### src/rtl/sfr_pkg.sv
// Shared definitions for the shift-register SFR link: state encoding and
// handshake timing constants used by transmit and future receive blocks.
package sfr_pkg;

  localparam int unsigned SFR_DEFAULT_SIZE = 32;

  localparam logic [1:0] ST_IDLE  = 2'd0;
  localparam logic [1:0] ST_CLEAR = 2'd1;
  localparam logic [1:0] ST_SEND  = 2'd2;
  localparam logic [1:0] ST_DONE  = 2'd3;

  typedef enum logic [1:0] {
    S_IDLE  = ST_IDLE,
    S_CLEAR = ST_CLEAR,
    S_SEND  = ST_SEND,
    S_DONE  = ST_DONE
  } state_t;

  // Link handshake: one clear cycle, SIZE shift steps, one done cycle.
  localparam int unsigned SFR_CLEAR_CYCLES = 1;
  localparam int unsigned SFR_DONE_CYCLES  = 1;

  // Accept-to-next-accept spacing of an unpaused word.
  function automatic int unsigned sfr_tx_spacing(input int unsigned size);
    return size + SFR_CLEAR_CYCLES + SFR_DONE_CYCLES + 1;
  endfunction

endpackage

### src/rtl/sfr_word_tx_if.sv
// Word handshake plus SFR control stream of the SFR link transmitter.
interface sfr_word_tx_if
  import sfr_pkg::*;
#(
  parameter int unsigned SIZE = SFR_DEFAULT_SIZE
);
  logic            in_valid;
  logic            in_ready;
  logic [SIZE-1:0] din;
  logic            pause;
  logic            sfr_clr;
  logic            sfr_left;
  logic            sfr_incr;
  logic            busy;
  logic            done;

  modport master (
    output in_valid, din, pause,
    input  in_ready, sfr_clr, sfr_left, sfr_incr, busy, done
  );

  modport slave (
    input  in_valid, din, pause,
    output in_ready, sfr_clr, sfr_left, sfr_incr, busy, done
  );
endinterface

### src/rtl/sfr_bit_cnt.sv
// Loadable down-counter with hold and zero flag; counts remaining SFR bits.
module sfr_bit_cnt #(
  parameter int unsigned W = 5
) (
  input  logic         clk,
  input  logic         clr,
  input  logic         load,
  input  logic [W-1:0] load_val,
  input  logic         en,
  output logic [W-1:0] cnt,
  output logic         zero
);

  always_ff @(posedge clk or posedge clr) begin
    if (clr)       cnt <= '0;
    else if (load) cnt <= load_val;
    else if (en)   cnt <= cnt - W'(1);
  end

  assign zero = (cnt == '0);

endmodule

### src/rtl/sfr_word_tx.sv
// SFR link transmitter: turns an accepted word into a clear/shift/increment
// stream that rebuilds the word MSB first in a downstream left-shift SFR.
module sfr_word_tx
  import sfr_pkg::*;
#(
  parameter int unsigned SIZE = SFR_DEFAULT_SIZE
) (
  input  logic         clk,
  input  logic         clr,
  sfr_word_tx_if.slave bus
);

  localparam int unsigned CNT_W = $clog2(SIZE);

  state_t            state, state_n;
  logic [SIZE-1:0]   sr, sr_n;
  logic              stall, stall_n;
  logic              left_q, left_n;
  logic              incr_q, incr_n;
  logic              cnt_load, cnt_en;
  logic [CNT_W-1:0]  cnt;
  logic              cnt_zero;

  sfr_bit_cnt #(.W(CNT_W)) u_cnt (
    .clk      (clk),
    .clr      (clr),
    .load     (cnt_load),
    .load_val (CNT_W'(SIZE - 1)),
    .en       (cnt_en),
    .cnt      (cnt),
    .zero     (cnt_zero)
  );

  always_ff @(posedge clk or posedge clr) begin
    if (clr) begin
      state  <= S_IDLE;
      sr     <= '0;
      stall  <= 1'b0;
      left_q <= 1'b0;
      incr_q <= 1'b0;
    end else begin
      state  <= state_n;
      sr     <= sr_n;
      stall  <= stall_n;
      left_q <= left_n;
      incr_q <= incr_n;
    end
  end

  // left/incr are precomputed for the following cycle so they leave a flop.
  // A stalled cycle shows zeros and consumes nothing, so sr/cnt hold in it.
  always_comb begin
    state_n  = state;
    sr_n     = sr;
    stall_n  = 1'b0;
    left_n   = 1'b0;
    incr_n   = 1'b0;
    cnt_load = 1'b0;
    cnt_en   = 1'b0;
    unique case (state)
      S_IDLE: begin
        if (bus.in_valid) begin
          sr_n    = bus.din;
          state_n = S_CLEAR;
        end
      end
      S_CLEAR: begin
        cnt_load = 1'b1;
        state_n  = S_SEND;
        left_n   = 1'b1;
        incr_n   = sr[SIZE-1];
      end
      S_SEND: begin
        if (!stall) begin
          sr_n = {sr[SIZE-2:0], 1'b0};
          if (cnt_zero) begin
            state_n = S_DONE;
          end else begin
            cnt_en  = 1'b1;
            stall_n = bus.pause;
            if (!bus.pause) begin
              left_n = (cnt != CNT_W'(1));
              incr_n = sr[SIZE-2];
            end
          end
        end else begin
          stall_n = bus.pause;
          if (!bus.pause) begin
            left_n = !cnt_zero;
            incr_n = sr[SIZE-1];
          end
        end
      end
      S_DONE: begin
        state_n = S_IDLE;
      end
      default: state_n = S_IDLE;
    endcase
  end

  assign bus.in_ready = (state == S_IDLE);
  assign bus.busy     = (state != S_IDLE);
  assign bus.sfr_clr  = (state == S_CLEAR);
  assign bus.done     = (state == S_DONE);
  assign bus.sfr_left = left_q;
  assign bus.sfr_incr = incr_q;

endmodule

### src/flat_wrapper.sv
// flat-port wrapper written by rule: the top's interface ports become plain ports
module sfr_word_tx_flat import sfr_pkg::*;
#(
  parameter int unsigned SIZE = SFR_DEFAULT_SIZE
)
  (clk, clr, bus_in_valid, bus_din, bus_pause, bus_in_ready, bus_sfr_clr, bus_sfr_left, bus_sfr_incr, bus_busy, bus_done);
  sfr_word_tx_if #(.SIZE(SIZE)) bus_i ();
  input  logic clk;
  input  logic clr;
  input wire logic [$bits(bus_i.in_valid)-1:0] bus_in_valid;
  input wire logic [$bits(bus_i.din)-1:0] bus_din;
  input wire logic [$bits(bus_i.pause)-1:0] bus_pause;
  output wire logic [$bits(bus_i.in_ready)-1:0] bus_in_ready;
  output wire logic [$bits(bus_i.sfr_clr)-1:0] bus_sfr_clr;
  output wire logic [$bits(bus_i.sfr_left)-1:0] bus_sfr_left;
  output wire logic [$bits(bus_i.sfr_incr)-1:0] bus_sfr_incr;
  output wire logic [$bits(bus_i.busy)-1:0] bus_busy;
  output wire logic [$bits(bus_i.done)-1:0] bus_done;
  assign bus_i.in_valid = bus_in_valid;
  assign bus_i.din = bus_din;
  assign bus_i.pause = bus_pause;
  assign bus_in_ready = bus_i.in_ready;
  assign bus_sfr_clr = bus_i.sfr_clr;
  assign bus_sfr_left = bus_i.sfr_left;
  assign bus_sfr_incr = bus_i.sfr_incr;
  assign bus_busy = bus_i.busy;
  assign bus_done = bus_i.done;
  sfr_word_tx #(.SIZE(SIZE)) u_core (.clk(clk), .clr(clr), .bus(bus_i));
endmodule
### config.mk
export PLATFORM = sky130hd
export DESIGN_NAME = sfr_word_tx_flat
export DESIGN_NICKNAME = d
export VERILOG_FILES = /design/src/rtl/sfr_pkg.sv /design/src/rtl/sfr_word_tx_if.sv /design/src/rtl/sfr_bit_cnt.sv /design/src/rtl/sfr_word_tx.sv /design/src/flat_wrapper.sv
export SDC_FILE = /design/constraint.sdc
export NUM_CORES = 1
export LEC_CHECK = 0
export CORE_MARGIN = 1.5
export CORE_UTILIZATION = 40
export CTS_CLUSTER_SIZE = 25
export DETAILED_ROUTE_END_ITERATION = 8
export PLACE_DENSITY_LB_ADDON = 0.2
export REMOVE_ABC_BUFFERS = 1
export SYNTH_ARGS = -nofsm -noshare
export SYNTH_HDL_FRONTEND = slang
export SYNTH_HIERARCHICAL = 1
export SYNTH_SLANG_ARGS = --single-unit
### constraint.sdc
create_clock -name clk -period 6.9 [get_ports clk]
set_input_delay 2.07 -clock clk [delete_from_list [all_inputs] [get_ports clk]]
set_output_delay 2.07 -clock clk [all_outputs]
set_load 0.005 [all_outputs]
# After elaboration in Yosys (flattened, before gate mapping)
# Index checks and enable logic that the tools add are counted.
[word_totals]
ff_bits = 42
latchBits = 0
ram_bits = 0
romBits = 0
inputBits = 36
out_inout_bits = 6
elab_cells = 48
mem_count = 0
[op_classes]
addsub = 1
n_mul = 0
div_mod_pow = 0
magnitude_cmp = 0
eq_ne = 7
shift = 0
muxes = 26
bitwise_logic = 0
n_reduce_logical = 8
[op_table]
columns = ["cell", "count"]
rows = [
  ["32-bit two-way mux", 2],
  ["32-bit case mux with 2 select lines", 1],
  ["1-bit two-way mux", 15],
  ["5-bit two-way mux", 2],
  ["2-bit case mux with 4 select lines", 1],
  ["2-bit two-way mux", 3],
  ["3-bit AND reduction", 2],
  ["2-bit nonzero test", 3],
  ["5-bit zero test", 1],
  ["5-bit by 1-bit inequality test with 1-bit output, second input constant", 1],
  ["5-bit by 1-bit subtractor with 5-bit output, second input constant", 1],
  ["2-bit equality test, second input constant", 2],
  ["2-bit inequality test, second input constant", 2],
  ["1-bit case mux with 2 select lines", 2],
  ["2-bit by 1-bit equality test with 1-bit output, second input constant", 1],
  ["2-bit zero test", 1],
  ["2-bit by 1-bit inequality test with 1-bit output, second input constant", 1],
  ["1-bit zero test", 1],
]

# Depth between registers and ports, before layout
[logic_depth]
ltp_word = 6
depth_mapped = 8
ltp_nobuf = 7

# By module
# The synthesis kept the hierarchy.
[by_module_without_submodules]
columns = ["module", "instances", "cells_per_inst", "area_each_um2", "seq_area_each_um2"]
rows = [
  ["sfr_word_tx", 1, 139, 1924.3, 925.9],
  ["sfr_bit_cnt", 1, 29, 291.5, 125.1],
]

# Worst setup path before layout
# No wires, ideal clock.
[synth_timing]
path_type = "input-to-reg"
from = "input port bus_in_valid"
to = "register u_core.sr[10]"
setup_ns = 0.125
t_arrival_ns = 3.047
required_ns = 6.775
path_slack_ns = 3.729
cell_stages = 4
path_buffers = 1
cell_sequence = "and2b_4 a211oi_4 buf_6 mux2_2"
[synth_via]
elab_chain_cells = 2
[synth_rtl]
columns = ["item", "line", "rtl"]
rows = [
  ["start: declaration", "flat_wrapper.sv:10", "input wire logic [$bits(bus_i.in_valid)-1:0] bus_in_valid;"],
  ["2-bit inequality test (no source line)", "-", ""],
  ["3-bit AND reduction (no source line)", "-", ""],
  ["end signal: assignment", "sfr_word_tx.sv:43", "sr <= sr_n;"],
  ["end: declaration", "sfr_word_tx.sv:16", "logic [SIZE-1:0] sr, sr_n;"],
]
# Every way passes these cells.
# A chain may end at the register's enable or synchronous reset.

# Final worst setup path
[layout_timing]
from = "register u_core.state[1]"
to = "output port bus_sfr_clr"
[layout_via]
elab_chain_cells = 1
[layout_rtl]
columns = ["item", "line", "rtl"]
rows = [
  ["start: declaration", "sfr_word_tx.sv:15", "state_t state, state_n;"],
  ["start signal: assignment", "sfr_word_tx.sv:42", "state <= state_n;"],
  ["2-bit by 1-bit equality test with 1-bit output", "sfr_word_tx.sv:103", "assign bus.sfr_clr = (state == S_CLEAR);"],
  ["end: declaration", "flat_wrapper.sv:14", "output wire logic [$bits(bus_i.sfr_clr)-1:0] bus_sfr_clr;"],
]
# Every way passes these cells.

==> impl_results.md <==
- Synth area leader: dfrtp_1
- Sw frac: about a third
- Clock skew: just under 6 ps
- CP Launch Type: register
- Status: finished, final reports clean
- Comb power frac: around 50%
- Initial Utilization: 42.3%
- Post-DR vias/cell: slightly below 5
- Layout Utilization: 53.2%
- Largest net degree at the start of global routing: 42
- Post-Syn Instances: ~170
- Setup TNS: 0 ps
- Clk sink count: 42
- Clock Power Share: 14.4%
- Die Wd: about 77 um
- Critical Path Fanout Max: 12
- Setup Fix Bufs, Post-CTS: 0
- Congestion Overflow GR: 0
- Hpwl dp: 2730 um
- Via count: approximately 1400
- CTS Root Buffer Type: clkbuf_8
- Sequential area share after synthesis: around 47%
- Hold worst-path end: u_core/sr[6]
- Final Hold Fails: 0
- Final period demand of the worst path: about 3900 ps
- Initial DRT Pass Iterations: 4
- Max-cap violation count: 0
- Die Footprint: around 6000 um2
- CP max stage cell: clkdlybuf4s50_1
- Tcrit/Tclk final: 55.9%
- Ports: 42
- Worst vdd ir: 0.207 mV
- CP Cell Sequence: inv_1 -> ha_1 -> clkdlybuf4s50_1
- Number of global-route vias before repair: between 1500 and 2000
- Area delta synth->final: 25.9%
- Final RePlAce weighted congestion: roughly 0.74
- Total Wirelength: 3790 um
- Synth area leaders: dfrtp_1 47%, mux2_2 31%, ha_1 2.8%
- Die Y: 77.4 um
- CTS tree: built
- # diodes: 0
- Remaining DRCs: 0
- Reg2reg end: u_core/u_cnt/cnt[3]
- Post-CTS Resized: 0
- Reg-to-reg startpoint: u_core/state[0]
- Power per Cell Area: roughly 460 nW/um2
- WL per Instance: between 10 and 15 um
- Initial antenna violation count: 0
- Internal: roughly 0.87 mW
- Pleak: between 1 and 1.5 nW
- Crit path DAT: around 1800 ps
- CP required: 4830 ps
- Hold Path Depth: 1
- Worst setup EP type: primary output
- Post-Syn Area: ~2200 um2
- Worst-margin pin slew: 870 ps
- Initial DRC count: 54
- FF/Latch Area: ~1100 um2
- Worst-Skew Late Latency: approximately 280 ps
- Setup slack, reg-to-reg: around 4200 ps
- Syn Area/Cell: approximately 13 um2
- Number of I/O port buffers: about 40
- Num rows: 26
- Core Footprint: about 5200 um2
- CP peak stage delay: around 580 ps
- Worst slew margin: a little over two fifths
- Hold buffer count at cts: 0
- First-pass GRT wire length: around 6700 um
- DRT antenna net count: 0
- #FFs+latches synth: 42
- Unique masters post-synth: 31
- Synth Warn #: 6
- Reg2reg path depth: 6
- Sw power: a little over 0.4 mW
- FMAX: about 260 MHz
- RSZ-0062 raised after global routing: no
- CP Class: register to primary output
- Clock Tree Buf Depth: 2
- CTS H-tree lvls: 2
- Worst hold path type: register to register
- CTS Buf Count: 5
- Final slew viol count: 0
- Area occupied by multi-input gates: around 1100 um2
- Yosys top cell area share: between 40% and 50%
- HP Start: u_core/sr[6]
- Fraction of layout cells with a size suffix above 1: a little over a third
- Reg power frac: about 36%
- Global-route usage over all layers: about 14%
- Setup violations, final: 0
- Fin nets: about 260
- # fillers: 464
- Clock-pin transition on the worst setup and hold timing paths: about 80 ps
layout make-up:
cell class | count | share of cell area, %
clock buffers | 7 | 2.74
repair buffers | 43 | 15.3
clock inverters | 1 | 1.08
inverters | 8 | 1.08
well taps | 70 | 3.14
multi-input cells | 114 | 39.0
flip-flops and latches | 42 | 37.7
cells by family after synthesis:
| group | count (synthesis) | synth area share [%] |
|---|---|---|
| buffers and inverters | 16 | 4.23 |
| AOI/OAI and AO/OA | 15 | 4.86 |
| xor gates and xnor gates | 4 | 1.58 |
| and+or+nand+nor | 21 | 6.38 |
| DFF | 42 | 47.4 |
| muxes | 64 | 32.5 |
| other | 1 | 0.169 |
| adders and majority gates | 5 | 2.82 |
flip-flops by register name, indices dropped and copies added (netlist names):
| signal | cells |
|---|---|
| u_core/bus.sfr_incr | 1 |
| u_core/sr | 32 |
| u_core/state | 2 |
| u_core/stall | 1 |
| u_core/u_cnt/cnt | 5 |
| u_core/bus.sfr_left | 1 |
through the flow:
stage	hold WS, ps	power (mW)	worst slack [ps]	cells	area (um2)
final	500	1.28	3040	285	2790
after global routing	525	1.38	2930	285	2790
after CTS	504	1.30	3020	285	2790
after detailed placement	485	1.11	3000	277	2680
after global placement	465	1.07	3060	277	2680
after floorplan	452	0.947	3220	164	2170
per-layer routing:
metal	GRT usage [%]	routed length (um)	vias up
met5	0	0	-
met4	5.45	40	0
met3	4.24	191	6
met2	25.5	1900	37
met1	15.0	1660	671
li1	-	-	676
placed cells by master, fill, tap and decap left out, types with 2 or more instances in the layout:
master | netlist | final
xor2_1 | 2 | 2
nand2_1 | 8 | 8
nor4b_1 | 2 | 2
ha_1 | 5 | 4
conb_1 | 1 | 5
buf_4 | 0 | 2
clkbuf_1 | 1 | 2
mux2_1 | 3 | 3
mux2_2 | 61 | 61
a21oi_1 | 2 | 2
clkbuf_8 | 0 | 5
xnor2_1 | 2 | 2
clkdlybuf4s50_1 | 0 | 41
dfrtp_1 | 42 | 42
inv_1 | 8 | 8
o21ai_0 | 6 | 6
nor2_1 | 3 | 3
worst max path at each step:
stage                                to       startpoint  cells after the start  slack [ps]
final                       bus_sfr_clr  u_core/state[1]                      3        3040
after global routing        bus_sfr_clr  u_core/state[1]                      3        2930
after CTS                   bus_sfr_clr  u_core/state[1]                      3        3020
after detailed placement  u_core/sr[29]     bus_in_valid                      5        3000
after global placement    u_core/sr[13]     bus_in_valid                      5        3060
after floorplan           u_core/sr[10]     bus_in_valid                      3        3220
power groups by stage:
stage | combinational (mW) | sequential [mW] | clock (mW)
4_1_cts | 0.651 | 0.457 | 0.193
6_report | 0.637 | 0.455 | 0.184
2_1_floorplan | 0.510 | 0.437 | 0
5_1_grt | 0.702 | 0.475 | 0.205
3_3_place_gp | 0.617 | 0.452 | 0
3_5_place_dp | 0.649 | 0.462 | 0
worst max-delay path: cells and delay by family (launching register included):
kind	cells	cell delay, ps
buffers and inverters	2	680
DFF	1	420
adders and majority gates	1	410
synth_stat cells:
master	n
nand3b_1	1
inv_1	8
or3b_1	1
o21bai_1	1
conb_1	1
a211oi_4	1
mux2_1	3
mux2_2	61
o22a_1	1
nor4b_1	2
ha_1	5
dfrtp_1	42
nor4b_4	1
clkbuf_1	1
buf_6	4
o22ai_1	1
and2b_4	1
o21a_1	1
a22o_1	1
and3_1	1
o21ai_0	6
xnor2_1	2
and4bb_2	1
nor3b_1	1
a21oi_1	2
nor2_1	3
xor2_1	2
nand2b_1	1
buf_2	3
nand2_1	8
a31o_2	1
(Power assumes the default switching activity.)
